===== config.mk =====
export PLATFORM = sky130hd
export DESIGN_NAME = mux_2x1_rr_arbiter
export DESIGN_NICKNAME = d
export VERILOG_FILES = /design/src/rtl/mux_arb_pkg.sv /design/src/rtl/rr_pick_2.sv /design/src/rtl/mux_2x1_rr_arbiter.sv
export SDC_FILE = /design/constraint.sdc
export NUM_CORES = 1
export LEC_CHECK = 0
export ABC_AREA = 1
export CAP_MARGIN = 5
export CORE_UTILIZATION = 38
export CTS_CLUSTER_DIAMETER = 200
export DETAILED_ROUTE_END_ITERATION = 10
export PLACE_DENSITY_LB_ADDON = 0.2
export SYNTH_ARGS = -nofsm -noshare
export SYNTH_HDL_FRONTEND = slang
export SYNTH_SLANG_ARGS = --single-unit

===== constraint.sdc =====
create_clock -name clk -period 1.6 [get_ports clk]
set_input_delay 0.16 -clock clk [delete_from_list [all_inputs] [get_ports clk]]
set_output_delay 0.16 -clock clk [all_outputs]
set_load 0.005 [all_outputs]

===== src/rtl/mux_arb_pkg.sv =====
// Shared constants for the 2:1 round-robin mux arbiter: the output-stage
// state encoding, the default word width and the statistics counter width.
package mux_arb_pkg;

    // Default width of each requester word and of the output word.
    localparam int DATA_W_DEF = 8;

    // Width of the optional per-requester grant counters.
    localparam int STATS_W = 16;

    // Output register occupancy.
    localparam logic [0:0] EMPTY = 1'b0;
    localparam logic [0:0] FULL  = 1'b1;

endpackage : mux_arb_pkg


===== src/rtl/rr_pick_2.sv =====
// Two-way round-robin pick. This block is purely combinational: it turns the
// two valid bits and the last-served index into a one-hot grant and a select.
// When nothing is valid the select output is 0. The parent keeps the held
// select value for that case.
module rr_pick_2 (
    input  logic [1:0] valid,
    input  logic       last_served,
    output logic [1:0] grant,
    output logic       sel
);

    // Choose the winner. Under contention the requester that was not served
    // last gets the grant.
    always_comb begin
        // NOTE: every output is given a default first, so no path through the
        // case leaves a value unassigned. An unassigned path would infer a latch.
        grant = 2'b00;
        unique case (valid)
            2'b01:   grant = 2'b01;
            2'b10:   grant = 2'b10;
            2'b11:   grant = last_served ? 2'b01 : 2'b10;
            default: grant = 2'b00;
        endcase
    end

    assign sel = grant[1];

endmodule : rr_pick_2


===== src/rtl/mux_2x1_rr_arbiter.sv =====
// Two-requester round-robin arbiter in front of a shared 2:1 mux. It picks a
// requester, performs the valid/ready handshake and registers the chosen word
// in a one-entry output stage. That stage can drain and load in the same cycle.
// Optional feature macro: ARB_STATS_EN adds the 16-bit grant counters
// gnt_cnt0 and gnt_cnt1.
module mux_2x1_rr_arbiter
    import mux_arb_pkg::*;
#(
    parameter int DATA_W = DATA_W_DEF
) (
    input  logic              clk,
    input  logic              rst_n,
    input  logic              req0_valid,
    input  logic [DATA_W-1:0] req0_data,
    output logic              req0_ready,
    input  logic              req1_valid,
    input  logic [DATA_W-1:0] req1_data,
    output logic              req1_ready,
    output logic              out_valid,
    output logic [DATA_W-1:0] out_data,
    input  logic              out_ready,
    output logic              sel,
    output logic [1:0]        grant
`ifdef ARB_STATS_EN
    ,
    output logic [STATS_W-1:0] gnt_cnt0,
    output logic [STATS_W-1:0] gnt_cnt1
`endif
);

    logic [0:0] state;
    logic       last_served;
    logic       sel_q;
    logic       pick_sel;
    logic [1:0] pick_grant;
    logic       can_load;
    logic       xfer0;
    logic       xfer1;

    rr_pick_2 u_pick (
        .valid       ({req1_valid, req0_valid}),
        .last_served (last_served),
        .grant       (pick_grant),
        .sel         (pick_sel)
    );

    // The grant follows the valid inputs. The select keeps its last value
    // while no requester is valid.
    assign grant = pick_grant;
    assign sel   = (|pick_grant) ? pick_sel : sel_q;

    // The output register can take a word when it is empty or is being
    // drained in this same cycle.
    assign can_load   = (state == EMPTY) || out_ready;
    assign req0_ready = grant[0] && can_load;
    assign req1_ready = grant[1] && can_load;
    assign xfer0      = req0_valid && req0_ready;
    assign xfer1      = req1_valid && req1_ready;

    assign out_valid  = (state == FULL);

    // Hold the select across idle cycles.
    always_ff @(posedge clk or negedge rst_n) begin
        // NOTE: sequential state uses non-blocking assignments. All registers
        // then update together from the values sampled before the clock edge.
        if (!rst_n) sel_q <= 1'b0;
        else        sel_q <= sel;
    end

    // Output stage: load on a transfer, empty on a drain without a load,
    // and hold otherwise.
    always_ff @(posedge clk or negedge rst_n) begin
        if (!rst_n) begin
            state       <= EMPTY;
            out_data    <= '0;
            last_served <= 1'b1;
        end else if (xfer0 || xfer1) begin
            state       <= FULL;
            out_data    <= xfer1 ? req1_data : req0_data;
            last_served <= xfer1;
        end else if (out_ready) begin
            state       <= EMPTY;
        end
    end

`ifdef ARB_STATS_EN
    // Per-requester transfer counters. They wrap naturally at 2^STATS_W.
    always_ff @(posedge clk or negedge rst_n) begin
        if (!rst_n) begin
            gnt_cnt0 <= '0;
            gnt_cnt1 <= '0;
        end else begin
            if (xfer0) gnt_cnt0 <= gnt_cnt0 + 1'b1;
            if (xfer1) gnt_cnt1 <= gnt_cnt1 + 1'b1;
        end
    end
`endif

endmodule : mux_2x1_rr_arbiter


==> Implementation_results.wiki <==
{| class="wikitable"
! Metric !! Value
|-
| Highest fanout seen on the critical path || 5
|-
| Startpoint type of the worst setup path || flip-flop
|-
| Std-Cell Rows || 14
|-
| Total standard cell area after synthesis || approximately 670 um2
|-
| Max-slew headroom at the worst pin || 0.644
|-
| Total of flip-flops plus latches after synthesis || 11
|-
| Estimated wirelength of the detail-placed design || roughly 1200 um
|-
| Utilization after layout || 0.689
|-
| Launch point of the worst reg-to-reg path || last_served$_DFFE_PN1P_
|-
| Chip Width || between 40 and 50 um
|-
| Final Wtd Congestion || 0.761
|-
| Worst-case reg-to-reg path depth || 7
|-
| Pin count of the biggest net entering global routing || 19
|-
| Post-Synthesis Cells || just under 90
|-
| Clock transition time at the flip-flop clock pins of the worst setup and hold paths || about 0.07 ns
|-
| Critical R2R Capture || out_data[4]$_DFFE_PN0P_
|-
| Area Overhead vs Synth || 62.9%
|-
| # Max-Cap Violations || 0
|-
| Sum of routed wire length over all layers || 1650 um
|-
| Cell Count Post-Placement || 142
|-
| Area enclosed by the die boundary || 1930 um2
|-
| CTS buffer count || 3
|-
| Data required time at the worst endpoint || 1.44 ns
|-
| Fraction of final layout cells sized beyond drive strength 1 || 0.168
|-
| Remaining global-route overflow || 0
|-
| Clock tree from TritonCTS || done
|-
| Height of the die || between 40 and 50 um
|-
| Worst Setup End Kind || primary output
|-
| Initial Util || 0.423
|-
| Post-layout minimum cycle time || 1.53 ns
|-
| Non-filler instance count after layout || 147
|-
| Deepest level of the CTS H-tree || 1
|-
| Port Buffers || 34
|-
| Detailed Routing Iterations Pass 1 || 6
|-
| Final worst setup slack || around 0.073 ns
|-
| Total clock sinks || 11
|-
| Via count of the first global-routing pass || about 650
|-
| Worst vdd ir || 0.000561 V
|-
| Aggregate global-route resource usage || 0.201
|-
| Clock latency on the worst-skew pair || around 0.27 ns
|-
| Area taken by flip-flops and latches || about 280 um2
|-
| Number of hold buffers added after CTS || 0
|-
| Multi-input gate area || 285 um2
|-
| Number of DRC violations after detailed routing || 0
|-
| Setup repair after global routing missed its margin || false
|-
| Ports placed on the boundary || 35
|-
| Ys Warns || 0
|-
| Initial antenna violation count || 0
|-
| Routed vias || between 700 and 800
|-
| R2R setup slack || ~0.16 ns
|-
| Data arrival time of the critical path || between 1 and 1.5 ns
|-
| Setup crit end || req1_ready
|-
| Netlist cell types || 14
|-
| Clk Tree Root Cell || sky130_fd_sc_hd__clkbuf_4
|-
| Proportion of synthesized chip area in sequential cells || 0.415
|-
| CTS max path bufs || 2
|-
| Setup WS pre-CTS || -0.0655 ns
|-
| DR iter-0 viols || 14
|-
| Number of diodes || 0
|-
| Core box area || 1580 um2
|-
| Mean routed wirelength per cell || about 11 um
|-
| Areal power density over the cells || between 900 and 1000 nW/um2
|-
| First-pass GRT wire length || around 2800 um
|-
| Final setup violating endpoints || 0
|-
| Number of nets in the synthesized netlist || 110
|-
| Slew at the pin closest to its max-slew limit || 0.533 ns
|-
| Final-report hold violation count || 0
|-
| Post-synthesis area per instance || 7.49 um2
|-
| Critical path startpoint || last_served$_DFFE_PN1P_
|-
| Maximum clock rate || about 650 MHz
|-
| Final clock period utilization by the worst path || 0.954
|-
| Fillcell total || roughly 150
|-
| Hold Crit Class || input pin to asynchronous set/reset pin
|-
| Crit path kind || flip-flop to primary output
|-
| Total leakage power || a little under 0.6 nW
|-
| Run status || finished clean
|-
| Worst clock skew || about 0.0063 ns
|-
| Final #Nets || approximately 150
|-
| Via count normalized by instance count || between 4 and 5
|-
| Fin. max-slew vios || 0
|-
| Final antenna-violating net count || 0
|}
==> worst max-delay path: stages, from the launching register on <==
cell and delay, ns:
sky130_fd_sc_hd__dfstp_2 0.53, sky130_fd_sc_hd__buf_4 0.11, sky130_fd_sc_hd__nand2_4 0.07, sky130_fd_sc_hd__nand3_4 0.10, sky130_fd_sc_hd__inv_1 0.05, sky130_fd_sc_hd__dlygate4sd2_1 0.25
==> synthesized netlist by cell type <==
master                     number  share of area
sky130_fd_sc_hd__buf_4          2          0.023
sky130_fd_sc_hd__o21ai_0        1         0.0075
sky130_fd_sc_hd__inv_1         22           0.12
sky130_fd_sc_hd__nand4_1        8          0.075
sky130_fd_sc_hd__nand3_1       17           0.13
sky130_fd_sc_hd__buf_6          1          0.017
sky130_fd_sc_hd__dfrtp_1       10           0.38
sky130_fd_sc_hd__dfstp_2        1          0.039
sky130_fd_sc_hd__nand3_4        2          0.053
sky130_fd_sc_hd__nand2_4        1          0.017
sky130_fd_sc_hd__clkbuf_1       1         0.0056
sky130_fd_sc_hd__nor2_1         2          0.011
sky130_fd_sc_hd__nand2_2        2          0.019
sky130_fd_sc_hd__nand2_1       19           0.11
==> cells in the final DEF (no fill, tap or decap) <==
cell,synthesis,routed
sky130_fd_sc_hd__clkdlybuf4s50_1,0,29
sky130_fd_sc_hd__inv_1,22,20
sky130_fd_sc_hd__nand3_1,17,17
sky130_fd_sc_hd__nand2_1,19,16
sky130_fd_sc_hd__dfrtp_1,10,10
sky130_fd_sc_hd__nand4_1,8,8
sky130_fd_sc_hd__buf_4,2,8
sky130_fd_sc_hd__nand2_2,2,5
sky130_fd_sc_hd__dlygate4sd2_1,0,4
sky130_fd_sc_hd__clkbuf_4,0,3
sky130_fd_sc_hd__inv_2,0,2
sky130_fd_sc_hd__nand3_4,2,2
sky130_fd_sc_hd__nor2_1,2,2
sky130_fd_sc_hd__nand2_4,1,1
sky130_fd_sc_hd__o21ai_0,1,1
sky130_fd_sc_hd__clkbuf_1,1,1
sky130_fd_sc_hd__dfstp_2,1,1
sky130_fd_sc_hd__clkdlybuf4s15_1,0,1
==> per-stage QoR <==
stage	hold slack, ns	cell area [um2]	TNS, ns	total power, mW
after floorplan	-0.136	667	0	0.581
after global placement	0.492	1050	-0.0691	0.833
after detailed placement	0.495	1050	-0.153	0.842
after CTS	0.245	1080	0	1.04
after global routing	0.277	1090	0	1.11
final	0.231	1090	0	1.03
==> flip-flops by register name (all words and copies together), names as in the netlist <==
register	cells
out_data	8
sel_q	1
out_valid	1
last_served	1
==> what timing repair did <==
item | CTS | global route
gates resized for setup | 6 | 5
endpoints found under the setup margin | 5 | 2
buffers inserted | 1 | 0
pin swaps | 0 | 0
==> report_power, final <==
group | switching, mW | internal (mW) | leakage, nW
combinational | 0.189 | 0.258 | 0.441
clock | 0.0970 | 0.0966 | 0.0150
sequential | 0.0367 | 0.355 | 0.130
total | 0.323 | 0.709 | 0.585
==> per-layer routing <==
metal | vias to the layer above | track usage | share of wire
met2 | 30 | 0.316 | 0.49
met1 | 318 | 0.248 | 0.43
li1 | 365 | - | -
met5 | - | 0 | 0
met3 | 2 | 0.0708 | 0.073
met4 | 0 | 0.0909 | 0.0055
==> how the worst min path moves through the flow <==
stage	startpoint	endpoint	slack, ns	cells after the start
2_1_floorplan	rst_n	out_data[0]$_DFFE_PN0P_	-0.14	0
3_3_place_gp	out_data[5]$_DFFE_PN0P_	out_data[5]$_DFFE_PN0P_	0.49	2
3_5_place_dp	out_data[5]$_DFFE_PN0P_	out_data[5]$_DFFE_PN0P_	0.49	2
4_1_cts	rst_n	out_data[2]$_DFFE_PN0P_	0.24	1
5_1_grt	rst_n	out_data[2]$_DFFE_PN0P_	0.28	1
6_report	rst_n	out_data[2]$_DFFE_PN0P_	0.23	1
==> logic make-up (layout without fill, tap and decap cells) <==
group / after synthesis / after routing / share of synthesized area
buffers and inverters: 26 / 68 / 0.169
AO/OA/AOI/OAI: 1 / 1 / 0.00750
AND/OR/NAND/NOR: 51 / 51 / 0.409
flip-flops: 11 / 11 / 0.415
==> layout make-up <==
type / count / area share
timing repair buffer: 42 / 0.364
multi-input combinational: 52 / 0.263
sequential: 11 / 0.255
inverter: 22 / 0.0760
clock buffer: 4 / 0.0242
tap: 16 / 0.0184
(Power assumes the default switching activity.)
